--- src/rtl/lsu_pkg.sv ---
// Shared types and opcode decode for the MEM-stage load/store unit.
package lsu_pkg;

    localparam logic [5:0] OP_LB  = 6'h20;
    localparam logic [5:0] OP_LH  = 6'h21;
    localparam logic [5:0] OP_LW  = 6'h23;
    localparam logic [5:0] OP_LBU = 6'h24;
    localparam logic [5:0] OP_LHU = 6'h25;
    localparam logic [5:0] OP_SB  = 6'h28;
    localparam logic [5:0] OP_SH  = 6'h29;
    localparam logic [5:0] OP_SW  = 6'h2B;

    typedef enum logic [1:0] {IDLE, REQ, DONE} lsu_state_t;
    typedef enum logic [1:0] {BYTE, HALF, WORD} lsu_width_t;

    typedef struct packed {
        logic       memop;
        logic       store;
        lsu_width_t wid;
        logic       sgn;
    } lsu_dec_t;

    function automatic lsu_dec_t lsu_decode(input logic [5:0] op);
        lsu_dec_t d;
        d = '{memop: 1'b1, store: 1'b0, wid: WORD, sgn: 1'b0};
        unique case (op)
            OP_LB:   begin d.wid = BYTE; d.sgn = 1'b1; end
            OP_LH:   begin d.wid = HALF; d.sgn = 1'b1; end
            OP_LW:   d.wid = WORD;
            OP_LBU:  d.wid = BYTE;
            OP_LHU:  d.wid = HALF;
            OP_SB:   begin d.wid = BYTE; d.store = 1'b1; end
            OP_SH:   begin d.wid = HALF; d.store = 1'b1; end
            OP_SW:   begin d.wid = WORD; d.store = 1'b1; end
            default: d.memop = 1'b0;
        endcase
        return d;
    endfunction

endpackage

--- src/rtl/mem_stage_lsu_if.sv ---
// Data-memory request/acknowledge bus between the LSU and memory.
interface mem_stage_lsu_if #(
    parameter int ADDR_W = 32
);
    logic              mem_req;
    logic              mem_we;
    logic [ADDR_W-1:0] mem_addr;
    logic [3:0]        mem_be;
    logic [31:0]       mem_wdata;
    logic              mem_ack;
    logic [31:0]       mem_rdata;

    modport master (
        output mem_req, mem_we, mem_addr, mem_be, mem_wdata,
        input  mem_ack, mem_rdata
    );

    modport slave (
        input  mem_req, mem_we, mem_addr, mem_be, mem_wdata,
        output mem_ack, mem_rdata
    );
endinterface

--- src/rtl/lsu_lane.sv ---
// Byte-lane steering: enables, store replication, load extract/extend.
module lsu_lane
    import lsu_pkg::*;
(
    input  lsu_width_t  wid,
    input  logic        sgn,
    input  logic [1:0]  a,
    input  logic [31:0] wdata_in,
    input  logic [31:0] rdata_in,
    output logic [3:0]  be,
    output logic [31:0] wdata,
    output logic [31:0] rdata_ext
);
    logic [7:0]  b_src;
    logic [15:0] h_src;

    always_comb begin
        b_src     = 8'(rdata_in >> {a, 3'b000});
        h_src     = 16'(rdata_in >> {a[1], 4'b0000});
        be        = 4'b1111;
        wdata     = wdata_in;
        rdata_ext = rdata_in;
        unique case (wid)
            BYTE: begin
                be        = 4'b0001 << a;
                wdata     = {4{wdata_in[7:0]}};
                rdata_ext = {{24{sgn & b_src[7]}}, b_src};
            end
            HALF: begin
                be        = 4'b0011 << {a[1], 1'b0};
                wdata     = {2{wdata_in[15:0]}};
                rdata_ext = {{16{sgn & h_src[15]}}, h_src};
            end
            default: ;
        endcase
    end
endmodule

--- src/rtl/mem_stage_lsu.sv ---
// MEM-stage load/store unit: one blocking bus transaction per memop.
// Optional misalignment traps: define LSU_ALIGN_CHECK_EN.
module mem_stage_lsu
    import lsu_pkg::*;
#(
    parameter int ADDR_W = 32,
    parameter int DATA_W = 32
) (
    input  logic              clk,
    input  logic              reset,
    input  logic [31:0]       instr,
    input  logic [31:0]       alu_addr,
    input  logic [DATA_W-1:0] rt_data,
    mem_stage_lsu_if.master   bus,
    output logic              stall,
    output logic [DATA_W-1:0] ld_data,
    output logic              ld_valid,
    output logic              exc_adel,
    output logic              exc_ades
);
    lsu_state_t        state_q, state_d;
    logic              mem_req_q, mem_req_d;
    logic              mem_we_q, mem_we_d;
    logic [ADDR_W-1:0] mem_addr_q, mem_addr_d;
    logic [3:0]        mem_be_q, mem_be_d;
    logic [31:0]       mem_wdata_q, mem_wdata_d;
    logic [31:0]       ld_data_q, ld_data_d;

    lsu_dec_t    dec;
    logic        misal;
    logic [3:0]  lane_be;
    logic [31:0] lane_wdata;
    logic [31:0] lane_rdata;
    logic        unused_instr;

    assign dec          = lsu_decode(instr[31:26]);
    assign unused_instr = ^instr[25:0];

`ifdef LSU_ALIGN_CHECK_EN
    assign misal = dec.memop &&
                   ((dec.wid == WORD && alu_addr[1:0] != 2'b00) ||
                    (dec.wid == HALF && alu_addr[0]));
`else
    assign misal = 1'b0;
`endif

    // instr/alu_addr are frozen by stall, so one lane serves both phases
    lsu_lane u_lane (
        .wid       (dec.wid),
        .sgn       (dec.sgn),
        .a         (alu_addr[1:0]),
        .wdata_in  (rt_data),
        .rdata_in  (bus.mem_rdata),
        .be        (lane_be),
        .wdata     (lane_wdata),
        .rdata_ext (lane_rdata)
    );

    always_ff @(posedge clk or posedge reset) begin
        if (reset) begin
            state_q     <= IDLE;
            mem_req_q   <= 1'b0;
            mem_we_q    <= 1'b0;
            mem_addr_q  <= '0;
            mem_be_q    <= '0;
            mem_wdata_q <= '0;
            ld_data_q   <= '0;
        end else begin
            state_q     <= state_d;
            mem_req_q   <= mem_req_d;
            mem_we_q    <= mem_we_d;
            mem_addr_q  <= mem_addr_d;
            mem_be_q    <= mem_be_d;
            mem_wdata_q <= mem_wdata_d;
            ld_data_q   <= ld_data_d;
        end
    end

    always_comb begin
        state_d = state_q;
        unique case (state_q)
            IDLE:    if (dec.memop) state_d = misal ? DONE : REQ;
            REQ:     if (bus.mem_ack) state_d = DONE;
            DONE:    state_d = IDLE;
            default: state_d = IDLE;
        endcase
    end

    always_comb begin
        mem_req_d   = mem_req_q;
        mem_we_d    = mem_we_q;
        mem_addr_d  = mem_addr_q;
        mem_be_d    = mem_be_q;
        mem_wdata_d = mem_wdata_q;
        ld_data_d   = ld_data_q;
        unique case (state_q)
            IDLE: if (dec.memop && !misal) begin
                mem_req_d   = 1'b1;
                mem_we_d    = dec.store;
                mem_addr_d  = ADDR_W'({alu_addr[31:2], 2'b00});
                mem_be_d    = lane_be;
                mem_wdata_d = lane_wdata;
            end
            REQ: if (bus.mem_ack) begin
                mem_req_d = 1'b0;
                mem_we_d  = 1'b0;
                if (!dec.store) ld_data_d = lane_rdata;
            end
            default: ;
        endcase
    end

    always_comb begin
        stall    = 1'b0;
        ld_valid = 1'b0;
        exc_adel = 1'b0;
        exc_ades = 1'b0;
        unique case (state_q)
            IDLE: stall = dec.memop;
            REQ:  stall = 1'b1;
            DONE: begin
                ld_valid = dec.memop && !dec.store && !misal;
                exc_adel = misal && !dec.store;
                exc_ades = misal && dec.store;
            end
            default: ;
        endcase
    end

    assign bus.mem_req   = mem_req_q;
    assign bus.mem_we    = mem_we_q;
    assign bus.mem_addr  = mem_addr_q;
    assign bus.mem_be    = mem_be_q;
    assign bus.mem_wdata = mem_wdata_q;
    assign ld_data       = ld_data_q;
endmodule

--- src/flat_wrapper.sv ---
// flat-port wrapper written by rule: the top's interface ports become plain ports
module mem_stage_lsu_flat import lsu_pkg::*;
#(
    parameter int ADDR_W = 32,
    parameter int DATA_W = 32
)
  (clk, reset, instr, alu_addr, rt_data, stall, ld_data, ld_valid, exc_adel, exc_ades, bus_mem_req, bus_mem_we, bus_mem_addr, bus_mem_be, bus_mem_wdata, bus_mem_ack, bus_mem_rdata);
  mem_stage_lsu_if #(.ADDR_W(ADDR_W)) bus_i ();
  input  logic clk;
  input  logic reset;
  input  logic [31:0] instr;
  input  logic [31:0] alu_addr;
  input  logic [DATA_W-1:0] rt_data;
  output logic stall;
  output logic [DATA_W-1:0] ld_data;
  output logic ld_valid;
  output logic exc_adel;
  output logic exc_ades;
  output wire logic [$bits(bus_i.mem_req)-1:0] bus_mem_req;
  output wire logic [$bits(bus_i.mem_we)-1:0] bus_mem_we;
  output wire logic [$bits(bus_i.mem_addr)-1:0] bus_mem_addr;
  output wire logic [$bits(bus_i.mem_be)-1:0] bus_mem_be;
  output wire logic [$bits(bus_i.mem_wdata)-1:0] bus_mem_wdata;
  input wire logic [$bits(bus_i.mem_ack)-1:0] bus_mem_ack;
  input wire logic [$bits(bus_i.mem_rdata)-1:0] bus_mem_rdata;
  assign bus_mem_req = bus_i.mem_req;
  assign bus_mem_we = bus_i.mem_we;
  assign bus_mem_addr = bus_i.mem_addr;
  assign bus_mem_be = bus_i.mem_be;
  assign bus_mem_wdata = bus_i.mem_wdata;
  assign bus_i.mem_ack = bus_mem_ack;
  assign bus_i.mem_rdata = bus_mem_rdata;
  mem_stage_lsu #(.ADDR_W(ADDR_W), .DATA_W(DATA_W)) u_core (.clk(clk), .reset(reset), .instr(instr), .alu_addr(alu_addr), .rt_data(rt_data), .bus(bus_i), .stall(stall), .ld_data(ld_data), .ld_valid(ld_valid), .exc_adel(exc_adel), .exc_ades(exc_ades));
endmodule
--- config.mk ---
export PLATFORM = sky130hd
export DESIGN_NAME = mem_stage_lsu_flat
export DESIGN_NICKNAME = d
export VERILOG_FILES = /design/src/rtl/lsu_pkg.sv /design/src/rtl/mem_stage_lsu_if.sv /design/src/rtl/lsu_lane.sv /design/src/rtl/mem_stage_lsu.sv /design/src/flat_wrapper.sv
export SDC_FILE = /design/constraint.sdc
export NUM_CORES = 1
export LEC_CHECK = 0
export BUFFER_PORTS_ARGS = -buffer_cell sky130_fd_sc_hd__buf_2
export CAP_MARGIN = 25
export CORE_ASPECT_RATIO = 1.25
export CORE_MARGIN = 3
export CORE_UTILIZATION = 35
export CTS_BUF_LIST = sky130_fd_sc_hd__clkbuf_2 sky130_fd_sc_hd__clkbuf_4 sky130_fd_sc_hd__clkbuf_8
export DETAILED_ROUTE_END_ITERATION = 6
export HOLD_SLACK_MARGIN = 0.06
export REMOVE_ABC_BUFFERS = 1
export SLEW_MARGIN = 10
export SYNTH_ARGS = -nofsm -noshare
export SYNTH_HDL_FRONTEND = slang
export SYNTH_SLANG_ARGS = --single-unit
--- constraint.sdc ---
create_clock -name clk -period 4.65 [get_ports clk]
set_clock_uncertainty 0.2 [all_clocks]
set_input_delay 0.6975 -clock clk [delete_from_list [all_inputs] [get_ports clk]]
set_output_delay 0.6975 -clock clk [all_outputs]
set_load 0.02 [all_outputs]
==> results of run 1 <==
power groups by stage:
stage | logic (mW) | registers [mW] | clock network (mW)
2_1_floorplan | 0.302 | 1.61 | 0
3_3_place_gp | 1.05 | 1.28 | 0
3_5_place_dp | 1.07 | 1.29 | 0
4_1_cts | 1.07 | 1.27 | 0.655
5_1_grt | 1.15 | 1.31 | 0.687
6_report | 1.05 | 1.27 | 0.630
through the flow:
| stage | hold slack (ps) | cells |
|---|---|---|
| final | 118 | 932 |
| after global routing | 127 | 932 |
| after CTS | 280 | 931 |
| after detailed placement | 257 | 915 |
| after global placement | 254 | 914 |
| after floorplan | 325 | 531 |
cell usage in the layout, fill, tap and decap left out, drive strengths merged, types with 2 or more instances in the layout:
cell,n
a21oi,34
a31oi,16
a41oi,7
and2,3
buf,214
bufinv,2
clkbuf,10
clkinvlp,2
conb,4
dfrtp,102
inv,13
mux2i,21
mux4,4
nand2,182
nand2b,4
nand3,8
nor2,66
nor2b,7
nor3,2
nor3b,4
o211ai,5
o21a,6
o21ai,25
o221ai,4
o22ai,4
final cells by class:
cell class / instances / area (um2) / area share (%)
clock buffers: 10 / 131 / 2.08
clock inverters: 6 / 92.6 / 1.47
inverters: 11 / 43.8 / 0.694
multi-input cells: 418 / 2160 / 34.2
flip-flops and latches: 102 / 2550 / 40.4
well taps: 171 / 214 / 3.39
repair buffers: 214 / 1120 / 17.7
metal layers:
layer / up-vias / GRT usage (%) / part of all wire, %
met4: 0 / 4.30 / 1.1
met2: 194 / 30.0 / 47
met3: 16 / 5.81 / 9.6
li1: 2247 / - / -
met1: 2211 / 23.9 / 42
met5: - / 0 / 0
synthesized netlist by cell type, types with 2 or more instances:
cell      instances
a31oi_1          16
dfrtp_1         102
a21oi_1          34
nand2_1         182
nor2b_1           7
nand3_1           8
a41oi_1           7
o21ai_0          25
inv_1            11
buf_6             4
o221ai_1          4
mux2i_1          21
nand2b_1          3
o211ai_1          5
o22ai_1           4
nor2_1           65
nor3_1            2
clkbuf_1         35
buf_4             4
mux4_2            4
nor3b_1           4
and2_4            2
o21a_1            6
path summary, 6_finish.rpt:
| path | end | cells after the start |
|---|---|---|
| max in group asynchronous | u_core.bus.mem_addr[25] | 3 |
| setup / recovery | ld_valid | 7 |
| min in group clk | u_core.bus.mem_wdata[7] | 2 |
| setup reg to reg | u_core.bus.mem_wdata[26] | 4 |
| hold reg to reg | u_core.bus.mem_wdata[7] | 2 |
| hold / removal | u_core.bus.mem_addr[9] | 2 |
flip-flops by register name, summed over array words and instances, names as in the netlist:
register and flops:
u_core.bus.mem_addr 30, u_core.bus.mem_req 1, u_core.bus.mem_we 1, u_core.bus.mem_wdata 32, u_core.ld_data 32, u_core.bus.mem_be 4, u_core.state_q 2
cell families after synthesis:
logic type	count (synthesis)	share of synthesized area [%]
other	1	0.0760
buffers and inverters	56	5.20
AO/OA/AOI/OAI	107	13.2
multiplexers	25	6.09
flip-flops	102	51.7
AND/OR/NAND/NOR	282	23.7
==> flow_summary_export.csv, run 1 <==
group,metric,value,unit
power,vdd_drop_max,0.000220,V
power,p_per_area,468,mW/mm2
detailed_routing,drtIter0Drc,283,
detailed_routing,drc,0,
logic_synthesis,synth_cells,573,
worst_setup_path,crit_path_max_incr_delay,320,ps
sta,finalCritPeriodShare,62.3,%
clock_tree,h-tree-depth,3,
floorplan,core,0.0135,mm2
grt,overflow,0,
sta,clock.fmax,0.345,GHz
detailed_routing,drt-vias-per-instance,5.01,
placed_design,port_buffers,206,
power,p_switching,1.14,mW
sta,max_slew.worst_pin.slew,664,ps
logic_synthesis,synth-seq-cells,102,
grt,grt_pass1_vias,4662,
sta,setup-violations-final,0,
worst_setup_path,cp_num_buf_inv,2,
power,power.total,2.96,mW
clock_tree,cts_buffer_depth,2,
worst_setup_path,path_common_cell,"buf_2",
placed_design,placed_cell_area,0.00607,mm2
layout,num-fill-cells,1351,
worst_setup_path,crit_arrival,2000,ps
sta,fin_tns_setup,0,ps
worst_setup_path,crit_family,"simple AND/OR/NAND/NOR gates",
clock_tree,clock_sinks,102,
logic_synthesis,netlist-cell-type-count,41,
floorplan,start_util,36.5,%
clock_tree,holdBufCountCts,0,
sta,maxSlewHeadroom,55.8,%
layout,drive_gt1_share,32.3,%
worst_setup_path,critical_path_class,"primary input to primary output",
logic_synthesis,syn_area,0.00493,mm2
logic_synthesis,async_reset_ff_share,100,%
layout,nets,887,
clock_tree,numCtsBuffers,9,
power,seq_power_share,43.1,%
floorplan,placement_rows,47,
worst_setup_path,worstPathCellList,"buf_2 -> nor2b_1 -> o22a_1 -> or2_2 -> nor2_1 -> and3_1 -> buf_2",
logic_synthesis,ys.flop_type,"dfrtp_1",
worst_setup_path,crit_fanout,6,
sta,rsz0062_at_grt,"false",
sta,drv_slew,0,
grt,grt.total_usage,18.4,%
clock_tree,cts_resized,0,
clock_tree,clockRootBuffer,"clkbuf_8",
detailed_routing,routed_wl,14.7,mm
placed_design,globalplace.congestion,0.864,
worst_setup_path,cp_data_required_time,3750,ps
sta,finalCriticalPeriod,2890,ps
worst_setup_path,startpoint,"instr[27]",
flow_run,cap_violations,0,
logic_synthesis,yosysSeqAreaShare,51.7,%
power,p_int,1.82,mW
logic_synthesis,synth_edf_count,0,
power,p_leak,3.23,nW
min_path,min_path_type,"primary input to asynchronous set/reset pin",
power,netSwitchingFraction,38.5,%
status,outcome,"completed",
floorplan,io_pins,237,
grt,grt_pass1_wl,23.6,mm
clock_tree,post_cts_buffers,0,
detailed_routing,post_drt_wl_per_cell,15.8,um
detailed_routing,vias,4668,
power,p_comb_share,35.6,%
detailed_routing,dr.pass1.iters,5,
worst_setup_path,r2r_slack,2330,ps
power,power.share.clock,21.3,%
floorplan,die_w,112,um
placed_design,place_ws,1690,ps
logic_synthesis,synthTopCellsByArea,"dfrtp_1 52%, nand2_1 14%, nor2_1 4.9%, mux2i_1 4.3%, a21oi_1 3.4%",
grt,grt_max_degree,73,
placed_design,dp_hpwl,10.7,mm
layout,diodes,0,
logic_synthesis,synth.avg_cell_area,8.61,um2
layout,final_area,0.00631,mm2
detailed_routing,antenna_left,0,
worst_setup_path,startpoint_type,"primary input",
floorplan,die-area,0.0156,mm2
logic_synthesis,synth_top_area_share,51.7,%
sta,hold_viol_final,0,
clock_tree,cts_tree,"done",
logic_synthesis,yosysWarnings,0,
worst_setup_path,end_kind,"primary output",
grt,grt_antenna_before_repair,0,
clock_tree,clk_latency,360,ps
sta,fin_ws,1760,ps
worst_setup_path,r2r-start,"u_core.state_q[1]",
layout,fin_util,46.7,%
worst_setup_path,critical_path.slowest_cell,"or2_2",
clock_tree,clkTransAtPathRegs,90,ps
logic_synthesis,synth_top_area_cell,"dfrtp_1",
layout,syn_to_final_growth,27.9,%
floorplan,die_h,139,um
No activity file was read; power rests on OpenSTA's default activity.
==> run 2: changes to the inputs <==
ABC_AREA = 1   (was default)
clock period = 2.5 ns   (was 4.65 ns; I/O delays follow)
==> run 2 against run 1 <==
  * Utilization up 0.59 points
  * Count of clock-buffer cells in the layout up 1
  * Cell count up 24%
  * Synthesized cell count up 24%
  * Via count up 17%
  * Global-route usage up 0.69 points
==> flow_summary_export.csv, run 2 <==
group,metric,value,unit
grt,grt_max_degree,75,
logic_synthesis,synth_top_area_share,45.2,%
grt,grt.total_usage,19.1,%
worst_setup_path,crit_path_max_incr_delay,220,ps
sta,finalCritPeriodShare,84.2,%
logic_synthesis,yosysMostFrequentCell,"nand2_1",
floorplan,die-area,0.0177,mm2
logic_synthesis,ys.flop_type,"dfrtp_1",
sta,fin_tns_setup,0,ps
grt,grt_antenna_before_repair,1,
worst_setup_path,cp_num_buf_inv,2,
worst_setup_path,crit_arrival,1530,ps
logic_synthesis,async_reset_ff_share,100,%
power,power.total,6.33,mW
clock_tree,clockRootBuffer,"clkbuf_8",
sta,maxSlewHeadroom,61.7,%
sta,hold_viol_final,0,
logic_synthesis,synth_cells,712,
sta,max_slew.worst_pin.slew,575,ps
sta,rsz0062_at_grt,"false",
logic_synthesis,yosysWarnings,0,
sta,finalCriticalPeriod,2110,ps
min_path,min_path_type,"primary input to flop",
placed_design,dp_hpwl,11.6,mm
detailed_routing,antenna_left,0,
worst_setup_path,critical_path_class,"primary input to primary output",
floorplan,core,0.0157,mm2
worst_setup_path,crit_fanout,6,
worst_setup_path,cp_data_required_time,1920,ps
detailed_routing,post_drt_wl_per_cell,14.6,um
power,vdd_drop_max,0.000421,V
power,p_leak,4.03,nW
logic_synthesis,netlist-cell-type-count,30,
grt,grt_pass1_vias,5381,
clock_tree,h-tree-depth,3,
floorplan,die_h,148,um
detailed_routing,drc,0,
detailed_routing,drtIter0Drc,289,
power,p_per_area,853,mW/mm2
layout,syn_to_final_growth,31.3,%
worst_setup_path,critical_path.slowest_cell,"nor2_4",
floorplan,start_util,36.0,%
worst_setup_path,worstPathCellList,"buf_2 -> nor2_4 -> nand3_1 -> nand2_1 -> nor2_4 -> nand2_4 -> nand2_1 -> nor3_1 -> buf_2",
clock_tree,cts_tree,"done",
status,outcome,"completed",
detailed_routing,drt-vias-per-instance,4.71,
clock_tree,numCtsBuffers,9,
flow_run,cap_violations,0,
detailed_routing,vias,5452,
clock_tree,cts_buffer_depth,2,
floorplan,die_w,120,um
grt,overflow,0,
placed_design,globalplace.congestion,0.809,
detailed_routing,dr.pass1.iters,4,
layout,mostFrequentLayoutCells,"258 x nand2_1, 206 x buf_2, 102 x dfrtp_1",
layout,drive_gt1_share,31.6,%
logic_synthesis,synthTopCellsByArea,"dfrtp_1 45%, nand2_1 17%, nand3_2 6.0%, nand3_1 5.5%, o211ai_1 3.6%",
layout,diodes,0,
worst_setup_path,end_kind,"primary output",
logic_synthesis,synth_edf_count,0,
layout,final_area,0.00742,mm2
placed_design,placed_cell_area,0.00677,mm2
logic_synthesis,syn_area,0.00565,mm2
clock_tree,clkTransAtPathRegs,100,ps
clock_tree,post_cts_buffers,0,
worst_setup_path,crit_family,"simple AND/OR/NAND/NOR gates",
logic_synthesis,synth_top_area_cell,"dfrtp_1",
detailed_routing,routed_wl,17.0,mm
clock_tree,clock_sinks,102,
sta,drv_slew,0,
floorplan,io_pins,237,
placed_design,port_buffers,206,
layout,layout_commonest_cell,"nand2_1",
sta,fin_hold_ws,78.6,ps
sta,clock.fmax,0.475,GHz
clock_tree,clk_latency,380,ps
worst_setup_path,startpoint_type,"primary input",
logic_synthesis,synth_common_cells,"258 x nand2_1, 102 x dfrtp_1, 62 x nand3_1",
logic_synthesis,synth-seq-cells,102,
logic_synthesis,yosysSeqAreaShare,45.2,%
floorplan,placement_rows,51,
grt,grt_pass1_wl,27.5,mm
sta,setup-violations-final,0,
logic_synthesis,synth.avg_cell_area,7.93,um2
layout,nets,1072,
run 2: layer usage:
metal | share of wire [%] | up-vias | global-route usage, %
met5 | 0.12 | - | 0
met2 | 45 | 192 | 31.1
met4 | 1.2 | 2 | 5.21
met1 | 45 | 2513 | 25.0
met3 | 8.1 | 16 | 5.24
li1 | - | 2729 | -
run 2: layout make-up:
| cell class | count | area (um2) |
|---|---|---|
| Timing Repair Buffer | 264 | 1610 |
| Tap cell | 212 | 265 |
| Multi-Input combinational cell | 511 | 2570 |
| Fill cell | 1586 | 8280 |
| Inverter | 53 | 201 |
| Clock buffer | 11 | 151 |
| Sequential cell | 102 | 2550 |
| Clock inverter | 5 | 65.1 |
run 2: what timing repair did:
item | 4_1_cts | 5_1_grt
endpoints found under the hold margin | 69 | 0
hold buffers | 43 | 0
gates resized for setup | 0 | 0
run 2: cell families (layout without fill, tap and decap cells):
logic type,after synthesis,count (layout),synth area share (%)
AO/OA/AOI/OAI,77,77,8.15
buffers and inverters,102,333,9.64
flip-flops,102,102,45.2
multiplexers,8,8,1.42
other,1,4,0.0664
AND/OR/NAND/NOR,422,422,35.5
run 2: path summary, 6_finish.rpt:
kind	end	slack [ps]	start	cells after the start
max	ld_valid	390	instr[30]	9
min	u_core.bus.mem_wdata[23]	80	rt_data[23]	3
max reg2reg	u_core.ld_data[7]	610	u_core.state_q[1]	8
min reg2reg	u_core.bus.mem_addr[18]	280	u_core.bus.mem_addr[18]	2
max in group asynchronous	u_core.ld_data[27]	1130	reset	4
min in group asynchronous	u_core.ld_data[22]	330	reset	3
run 2: through the flow:
step | setup WS (ps) | cells | util, %
global placement | 198 | 1099 | 43.1
CTS | 377 | 1158 | 47.3
global route | 249 | 1158 | 47.3
finish | 394 | 1158 | 47.3
detailed placement | 199 | 1099 | 43.1
floorplan | -2680 | 666 | -
run 2: worst register-to-register path, cell delays in order (launching register included):
cell and delay (ps):
dfrtp_1 430, inv_1 120, nand2_1 80, nor2_1 180
nand2_2 100, inv_2 410, nand2_1 100, nor2_1 130
nor2_1 50
run 2: power breakdown:
part,internal [mW],switching [mW]
logic,0.907,1.72
registers,2.25,0.309
clock network,0.528,0.612
